==> config.mk <==
export PLATFORM = sky130hd
export DESIGN_NAME = rcs_serial_subtractor
export DESIGN_NICKNAME = d
export VERILOG_FILES = /design/src/rtl/rcs_serial_subtractor.sv
export SDC_FILE = /design/constraint.sdc
export NUM_CORES = 1
export LEC_CHECK = 0
export ABC_AREA = 0
export CAP_MARGIN = 20
export CORE_MARGIN = 10
export CORE_UTILIZATION = 53
export CTS_BUF_LIST = sky130_fd_sc_hd__clkbuf_4
export DETAILED_ROUTE_END_ITERATION = 8
export PLACE_DENSITY = 0.82
export SLEW_MARGIN = 10
export SYNTH_ARGS = -nofsm -noshare
export SYNTH_HDL_FRONTEND = slang
export SYNTH_SLANG_ARGS = --single-unit
==> constraint.sdc <==
create_clock -name clk -period 3.15 [get_ports clk]
set_clock_uncertainty 0.05 [all_clocks]
set_input_delay 0.315 -clock clk [delete_from_list [all_inputs] [get_ports clk]]
set_output_delay 0.315 -clock clk [all_outputs]
set_load 0.05 [all_outputs]
==> src/rtl/rcs_serial_subtractor.sv <==
// Multi-cycle ripple-borrow subtractor: diff = a - b - bin, resolved CHUNK_WIDTH bits per clock
// with the inter-chunk borrow held in a flop; valid/ready handshake on both sides.
module rcs_serial_subtractor #(
  parameter int DATA_WIDTH  = 10,
  parameter int CHUNK_WIDTH = 2
) (
  input  logic                  clk,
  input  logic                  reset,
  input  logic                  in_valid,
  output logic                  in_ready,
  input  logic [DATA_WIDTH-1:0] a,
  input  logic [DATA_WIDTH-1:0] b,
  input  logic                  bin,
  output logic                  out_valid,
  input  logic                  out_ready,
  output logic [DATA_WIDTH:0]   diff
);

  localparam int NCHUNK = DATA_WIDTH / CHUNK_WIDTH;
  localparam int CNT_W  = (NCHUNK > 1) ? $clog2(NCHUNK) : 1;

  generate
    if ((CHUNK_WIDTH < 1) || (DATA_WIDTH % CHUNK_WIDTH != 0)) begin : g_bad_chunk
      $error("rcs_serial_subtractor: DATA_WIDTH must be a positive multiple of CHUNK_WIDTH");
    end
  endgenerate

  typedef enum logic [1:0] {
    IDLE = 2'd0,
    BUSY = 2'd1,
    DONE = 2'd2
  } state_t;

  state_t                  state;
  logic [CNT_W-1:0]        cnt;
  logic                    borrow;
  logic [DATA_WIDTH-1:0]   a_r;
  logic [DATA_WIDTH-1:0]   b_r;
  logic [DATA_WIDTH-1:0]   res;
  logic                    bout_r;
  logic                    in_ready_r;
  logic                    out_valid_r;

  logic [CHUNK_WIDTH-1:0]  chunk_a;
  logic [CHUNK_WIDTH-1:0]  chunk_b;
  logic [CHUNK_WIDTH-1:0]  chunk_d;
  logic                    chunk_bout;
  logic [CHUNK_WIDTH:0]    chunk_out;
  logic [DATA_WIDTH-1:0]   res_next;
  logic                    last_chunk;

  // Bit-serial ripple borrow across one chunk; returns {borrow_out, difference bits}.
  function automatic logic [CHUNK_WIDTH:0] sub_chunk(
    input logic [CHUNK_WIDTH-1:0] x,
    input logic [CHUNK_WIDTH-1:0] y,
    input logic                   br_in
  );
    logic                   br;
    logic [CHUNK_WIDTH-1:0] d;
    br = br_in;
    d  = '0;
    for (int i = 0; i < CHUNK_WIDTH; i++) begin
      d[i] = x[i] ^ y[i] ^ br;
      br   = (~x[i] & y[i]) | (~(x[i] ^ y[i]) & br);
    end
    return {br, d};
  endfunction

  // Chunk select / result merge by counter compare keeps every slice index constant.
  always_comb begin
    chunk_a  = '0;
    chunk_b  = '0;
    res_next = res;
    for (int k = 0; k < NCHUNK; k++) begin
      if (cnt == CNT_W'(k)) begin
        chunk_a = a_r[k*CHUNK_WIDTH +: CHUNK_WIDTH];
        chunk_b = b_r[k*CHUNK_WIDTH +: CHUNK_WIDTH];
      end
    end
    chunk_out  = sub_chunk(chunk_a, chunk_b, borrow);
    chunk_bout = chunk_out[CHUNK_WIDTH];
    chunk_d    = chunk_out[CHUNK_WIDTH-1:0];
    for (int k = 0; k < NCHUNK; k++) begin
      if (cnt == CNT_W'(k)) begin
        res_next[k*CHUNK_WIDTH +: CHUNK_WIDTH] = chunk_d;
      end
    end
  end

  assign last_chunk = (cnt == CNT_W'(NCHUNK - 1));

  // The borrow flop is seeded with bin on accept, so chunk 0 sees bin and later chunks the carried borrow.
  always_ff @(posedge clk or posedge reset) begin
    if (reset) begin
      state       <= IDLE;
      cnt         <= '0;
      borrow      <= 1'b0;
      a_r         <= '0;
      b_r         <= '0;
      res         <= '0;
      bout_r      <= 1'b0;
      in_ready_r  <= 1'b1;
      out_valid_r <= 1'b0;
    end else begin
      case (state)
        IDLE: begin
          if (in_valid && in_ready_r) begin
            a_r        <= a;
            b_r        <= b;
            borrow     <= bin;
            cnt        <= '0;
            state      <= BUSY;
            in_ready_r <= 1'b0;
          end
        end
        BUSY: begin
          res    <= res_next;
          borrow <= chunk_bout;
          if (last_chunk) begin
            cnt         <= '0;
            bout_r      <= chunk_bout;
            state       <= DONE;
            out_valid_r <= 1'b1;
          end else begin
            cnt <= cnt + CNT_W'(1);
          end
        end
        DONE: begin
          if (out_ready) begin
            state       <= IDLE;
            out_valid_r <= 1'b0;
            in_ready_r  <= 1'b1;
          end
        end
        default: begin
          state       <= IDLE;
          cnt         <= '0;
          in_ready_r  <= 1'b1;
          out_valid_r <= 1'b0;
        end
      endcase
    end
  end

  assign in_ready  = in_ready_r;
  assign out_valid = out_valid_r;
  assign diff      = {bout_r, res};

endmodule

; Word-level counts from Yosys, hierarchy flattened
; Index checks and enable logic that the tools add are counted.
[word_totals]
inputBits = 25
ramBits = 0
output_inout_bits = 13
n_memories = 0
register_bits = 39
latch_bits = 0
mem_bits_ro = 0
[op_classes]
bitwise = 17
n_div = 0
order_cmp = 0
reduce_logical = 15
eq_ne = 9
n_addsub = 1
shifts = 0
mux = 25
mul = 0
[op_table]
columns = op, n
row1 = $mux W2, 13
row2 = $reduce_and A2 Y1, 8
row3 = $pmux W3 S3, 1
row4 = $reduce_and A3 Y1, 3
row5 = $not A1 Y1, 7
row6 = $eq A3 B2 Y1 const B, 2
row7 = $mux W3, 2
row8 = $ne A2 B2 Y1 const B, 3
row9 = $pmux W1 S3, 2
row10 = $pmux W2 S3, 1
row11 = $mux W1, 5
row12 = $and A1 B1 Y1, 4
row13 = $xor A1 B1 Y1, 4
row14 = $add A3 B1 Y3 const B, 1
row15 = $eq A3 B1 Y1 const B, 1
row16 = $eq A3 B3 Y1 const B, 1
row17 = $logic_not A3 Y1, 1
row18 = $eq A2 B1 Y1 const B, 1
row19 = $eq A2 B2 Y1 const B, 1
row20 = $logic_not A2 Y1, 1
row21 = $or A1 B1 Y1, 2
row22 = $pmux W1 S2, 1
row23 = $reduce_bool A2 Y1, 1
row24 = $logic_and A1 B1 Y1, 1

; Logic depth before layout (Yosys ltp)
; Gate-level depths: netlist of the first run.
[logic_depth]
depth_word = 13
mapped_depth = 11
depth_no_buf = 10

; Worst setup path after synthesis of the first run
; Ideal clock, no wire load.
[synth_timing]
path_type = register -> register
from = reg cnt[2]
to = reg res[7]
synth_period_minus_slack_ns = 2.639
path_buffers = 1
stages_incl_launch_ff = 10
t_required_ns = 3.017
setup_time_ns = 0.083
slack_ns = 0.511
t_arrival_ns = 2.506
path_cell_list = dfrtp_1 buf_2 inv_2 ha_1 a2111oi_0 o22ai_1 fa_1 inv_1 fa_1 o21ai_0
[synth_via]
elab_chain_len = 11
elab_cells_between_ends = 24
cone_classes = 4 x eq/ne / 10 x mux / 8 x bitwise / 2 x reduce/logical
[synth_lines]
columns = element, line
row1 = "start, declared", 35  ; logic [CNT_W-1:0] cnt;
row2 = "start signal, assigned", 125  ; cnt <= cnt + CNT_W'(1);
row3 = $logic_not A3 Y1, 75  ; if (cnt == CNT_W'(k)) begin
row4 = $mux W2 (5 in series), 75
row5 = $xor A1 B1 Y1, 64  ; br = (~x[i] & y[i]) | (~(x[i] ^ y[i]) & br);
row6 = $not A1 Y1, 64
row7 = $and A1 B1 Y1, 64
row8 = $or A1 B1 Y1, 64
row9 = $xor A1 B1 Y1, 63  ; d[i] = x[i] ^ y[i] ^ br;
row10 = "end signal, assigned", 117  ; res <= res_next;
row11 = "end, declared", 39  ; logic [DATA_WIDTH-1:0] res;
; Parallel ways exist; a longest one is shown, timed or not.
; A chain may end at the register's enable or synchronous reset.

; Final worst setup path of the first run
[layout_timing]
from = reg cnt[0]
to = reg res[7]
; Same word-level chain as after synthesis.

==> results.tsv, run 1 <==
metric	value	unit
critical path type	flop to flop	
Slew headroom	54.98	%
layout cells sized above 1	9.231	%
Hold Crit Class	input pin to asynchronous set/reset pin	
drt wl/cell	16.15	um
drt total wl	3891	um
status	finished, final reports clean	
Net Sw Frac	42.28	%
clock power share	11.4	%
Peak Freq	348.9	MHz
final setup margin	0.2839	ns
Placer Congestion	0.9306	
I/O pins	38	
core area	3390	sq um
min Tclk post-route	2.866	ns
GRT Total Usage	13.41	%
post-synth top area share	50.43	%
RSZ-0062 raised after global routing	false	
synth unique cells	34	
Slew Limit Fails	0	
syn avg cell area	12.24	sq um
Internal Power	1329	uW
clock root buffer	clkbuf_4	
CP required	3.36	ns
Clock Pin Slew Worst Setup and Hold Paths	0.11	ns
Synth area leader	dfrtp_1	
vias in the first global route	1410	
Switch Pwr	973.2	uW
post-CTS setup buffers	0	
n_diodes	0	
CP Capture Type	flop	
Post-Place Worst Slack	0.3224	ns
Flop pwr share	37.3	%
commonest non-fill, non-tap cell in the layout	dfrtp_1	
final period utilization	90.99	%
DRT Pass-1 Iters	4	
placed standard-cell area	2288	sq um
Area contributors post-synth	dfrtp_1 (50%), mux2_1 (16%), ha_1 (3.3%)	
worst ir drop on vdd	432.6	uV
Yosys Warn Count	0	
CTS tree	yes	
Die Area	6343	sq um
design area	2349	sq um
cells after synthesis	154	
initial antenna violation count	0	
Fin. Hold Viols	0	
CTS Buf Count	5	
die extent in x	79.65	um
Max-Cap Viols	0	
largest net degree at the start of global routing	23	
Final setup viols	0	
Detailed Place HPWL	3140	um
# clock sinks	39	
reg2reg setup slack	0.28	ns
Remaining Overflow, GRT	0	
Comb pwr share	51.3	%
Vias	1304	
post_cts resized	0	
Post-Syn Area	1886	sq um
Slew @ Worst Pin	0.6746	ns
first-pass GRT wire length	6817	um
htree depth	2	
Iter 0 DRT Violations	105	
Post-route DRC	0	
worst path arrival time	3.08	ns
P_leak	0.001048	uW
post-route ant nets	0	
Critical Path Fanout Max	10	
sequential element share of the synthesized area	51.82	%
clk buf depth	2	
syn nets	186	
PD cells	980.2	nW/um^2
row count	21	
Seq cells post-synth	39	
CTS Hold Bufs	0	
Hold WS	0.3153	ns
clk_lat worst skew	0.34	ns
startpoint types	flop	
area added between synthesis and finish	24.55	%
nets	226	
initial core utilization	55.63	%
setup TNS	0	ns
Vias/cell	5.411	
PortBufs	37	
most frequent cells in the layout	dfrtp_1 (38), clkdlybuf4s50_1 (37), mux2_1 (27)	
Die Y	79.65	um
[final cells by class]
| type | instances | area, sq um |
|---|---|---|
| fill | 247 | 1041 |
| tap | 46 | 57.56 |
| sequential | 39 | 977.2 |
| inverter | 12 | 45.04 |
| multi-input combinational | 96 | 815.8 |
| clock buffer | 8 | 60.06 |
| timing repair buffer | 40 | 392.9 |
[stage by stage]
step / power [uW] / util (%) / std cells
3_5_place_dp: 2065 / 67.52 / 233
2_1_floorplan: 1691 / - / 154
6_report: 2302 / 69.29 / 241
3_3_place_gp: 2005 / 67.52 / 233
4_1_cts: 2323 / 69.29 / 241
5_1_grt: 2484 / 69.29 / 241
[cell families (layout without fill, tap and decap cells)]
family          after synthesis  in the layout  synth area share [%]
flops                        39             39                 51.82
buf+inv                      19             60                 4.910
fa+ha+maj                     7              7                 5.441
compound gates               22             22                 7.433
mux                          33             33                 19.38
simple gates                 34             34                 11.02
[critical path: stages (launching register included)]
cell	delay, ns
dfrtp_1	0.43
inv_1	0.10
ha_1	0.35
nand3b_1	0.11
a2111oi_0	0.42
o22ai_1	0.19
fa_1	0.41
inv_1	0.08
fa_1	0.47
o21ai_0	0.19
[flip-flops by register name (all words and copies together), names as in the netlist]
signal	count
out_valid	1
in_ready	1
cnt	3
a_r	10
borrow	1
b_r	10
res	10
bout_r	1
state	2
[cells in the mapped netlist]
cell / instances
nor3_1: 1
buf_4: 3
inv_1: 11
buf_2: 2
nand3b_1: 6
a2111oi_0: 2
ha_1: 5
mux2_2: 1
buf_6: 1
mux2i_1: 5
dfrtp_1: 38
nand2b_1: 3
a211o_1: 1
nand3_1: 1
nand4b_1: 1
or2_1: 1
a31oi_1: 3
a21oi_1: 6
o22ai_1: 1
nor2_1: 2
nor2b_1: 2
nor3b_2: 3
o21ai_0: 1
a211oi_1: 1
fa_1: 2
clkbuf_1: 1
dfstp_2: 1
o22a_1: 1
inv_2: 1
nand2_1: 13
mux2_1: 27
o21ai_1: 4
and4bb_2: 1
a22o_1: 2
[final timing paths]
| path | from | to | cells past startpoint |
|---|---|---|---|
| min in group clk | a_r[7] | a_r[7] | 1 |
| max in group asynchronous | reset | cnt[0] | 3 |
| worst max register to register | cnt[0] | res[7] | 9 |
| worst min register to register | a_r[7] | a_r[7] | 1 |
| worst max-delay path | cnt[0] | res[7] | 9 |
| worst min-delay path | reset | res[4] | 2 |
[routing by layer]
metal	GRT usage [%]	wire length [um]	up-vias
li1	-	-	615
met1	14.87	1600	646
met2	23.30	1966	36
met3	4.842	263	7
met4	4.122	61	0
met5	0	0	-
[power by group through the flow]
| stage | sequential (uW) | combinational, uW | clock (uW) |
|---|---|---|---|
| 6_report | 859 | 1180 | 262 |
| 2_1_floorplan | 1040 | 646 | 0 |
| 3_5_place_dp | 872 | 1190 | 0 |
| 3_3_place_gp | 857 | 1150 | 0 |
| 5_1_grt | 888 | 1300 | 292 |
| 4_1_cts | 861 | 1200 | 267 |
Note: power is estimated with default switching activity, not from simulation.
==> run 2, diff against run 1 <==
--- a/config.mk
+++ b/config.mk
@@ -12,6 +12,7 @@
 export CTS_BUF_LIST = sky130_fd_sc_hd__clkbuf_4
 export DETAILED_ROUTE_END_ITERATION = 8
 export PLACE_DENSITY = 0.82
+export SETUP_SLACK_MARGIN = 0.2
 export SLEW_MARGIN = 10
 export SYNTH_ARGS = -nofsm -noshare
 export SYNTH_HDL_FRONTEND = slang
==> run 2 against run 1 <==
Net effect:
- routed wire length up 0.13%
- sequential share of layout area decreased by 0.15 points
- cell area increased by 0.37%
- setup slack better by 0.13 ns
- cell count stayed put
- first-iteration DRC count is 6.7% lower
- critical path depth unchanged
- register-to-register slack improved by 0.13 ns
- clock-buffer cell count unchanged
- critical path type unchanged
- largest power group unchanged
==> results.tsv, run 2 (synthesis results as in run 1) <==
metric	value	unit
status	finished, final reports clean	
CP cell instances	inv_1 -> ha_2 -> nand3b_1 -> a2111oi_1 -> o22ai_1 -> fa_1 -> inv_1 -> fa_1 -> o21ai_0	
top flop regs	a_r x10, b_r x10, res x10	
Clock Pin Slew Worst Setup and Hold Paths	0.11	ns
Iter 0 DRT Violations	98	
drt total wl	3896	um
GRT Total Usage	13.41	%
row count	21	
# clock sinks	39	
PD cells	981.9	nW/um^2
nets	226	
CP bufs+invs	2	
commonest non-fill, non-tap cell in the layout	dfrtp_1	
Slew @ Worst Pin	0.6738	ns
WP depth	9	
clk_lat worst skew	0.34	ns
n_diodes	0	
Peak Freq	365.1	MHz
Critical Path Fanout Max	10	
Die Y	79.65	um
DP Cell Count	233	
area added between synthesis and finish	25.02	%
initial antenna violation count	0	
CP Capture Type	flop	
initial core utilization	55.63	%
I/O pins	38	
die extent in x	79.65	um
CP required	3.36	ns
filler-free cell count of the finished design	241	
critical path type	flop to flop	
first-pass GRT wire length	6817	um
Max-Cap Viols	0	
Seq. cell area	977.2	sq um
Multi-input gate area	824.5	sq um
Worst path max stage delay	0.47	ns
final period utilization	86.95	%
critical path launch point	cnt[0]	
min Tclk post-route	2.739	ns
drt wl/cell	16.17	um
R2R depth	9	
clock root buffer	clkbuf_4	
Slew headroom	55.03	%
CTS Buf Count	5	
vias in the first global route	1410	
startpoint types	flop	
Detailed Place HPWL	3140	um
reg2reg start	cnt[0]	
P_leak	0.001044	uW
PortBufs	37	
Vias	1300	
most frequent cells in the layout	dfrtp_1 (38), clkdlybuf4s50_1 (37), mux2_1 (27)	
Fin. Hold Viols	0	
worst path arrival time	2.95	ns
largest net degree at the start of global routing	23	
Slew Limit Fails	0	
Die Area	6343	sq um
DRT Pass-1 Iters	4	
Slowest cell on crit path	fa_1	
worst ir drop on vdd	438.8	uV
RSZ-0062 raised after global routing	false	
Final setup viols	0	
core area	3390	sq um
Post-route DRC	0	
Placer Congestion	0.9306	
Remaining Overflow, GRT	0	
clk buf depth	2	
critical path's top delay family	adder cells	
Fill cells	246	
CTS tree	yes	
Hold Crit Class	input pin to asynchronous set/reset pin	
htree depth	2	
setup TNS	0	ns
Vias/cell	5.394	
post-route ant nets	0	
layout cells sized above 1	10.77	%
[run 2: cell types whose count changed in the layout (fill, tap and decap cells not counted)]
cell / previous run / this run
a2111oi_1: 0 / 1
a2111oi_0: 2 / 1
ha_2: 0 / 3
ha_1: 5 / 2
[run 2: layout make-up]
type / count / share of cell area [%]
Sequential cell: 39 / 41.45
Multi-Input combinational cell: 96 / 34.98
Timing Repair Buffer: 40 / 16.67
Clock buffer: 8 / 2.548
Tap cell: 46 / 2.442
Inverter: 12 / 1.911
[run 2: final timing paths]
kind                               end  slack (ns)
worst min-delay path            res[4]        0.32
max in group asynchronous       cnt[0]        2.00
worst min register to register  a_r[7]        0.43
min in group clk                a_r[7]        0.43
worst max register to register  res[7]        0.41
worst max-delay path            res[7]        0.41
[run 2: through the flow]
stage	cell area, sq um	hold slack (ns)	setup WS (ns)	util, %	power (uW)
detailed placement	2288	0.4187	0.3224	67.52	2065
global placement	2288	0.4149	0.4427	67.52	2005
CTS	2349	0.3393	0.2908	69.29	2323
global route	2357	0.3845	0.2180	69.55	2497
floorplan	1886	0.3984	0.5115	-	1691
finish	2357	0.3155	0.4111	69.55	2315
[run 2: metal layers]
metal / wire [um] / up-vias / track usage (%)
met5: 0 / - / 0
met4: 66 / 0 / 4.122
met3: 290 / 7 / 4.842
met2: 1943 / 43 / 23.30
met1: 1596 / 634 / 14.87
li1: - / 616 / -
[run 2: what timing repair did]
item | in CTS | in global routing
setup buffers | 0 | 0
endpoints found under the setup margin | 0 | 5
resized for setup | 0 | 4
hold buffers | 0 | 0
[run 2: power breakdown]
part,internal (uW),switching [uW]
Sequential,719,139
Clock,115,146
Combinational,505,690
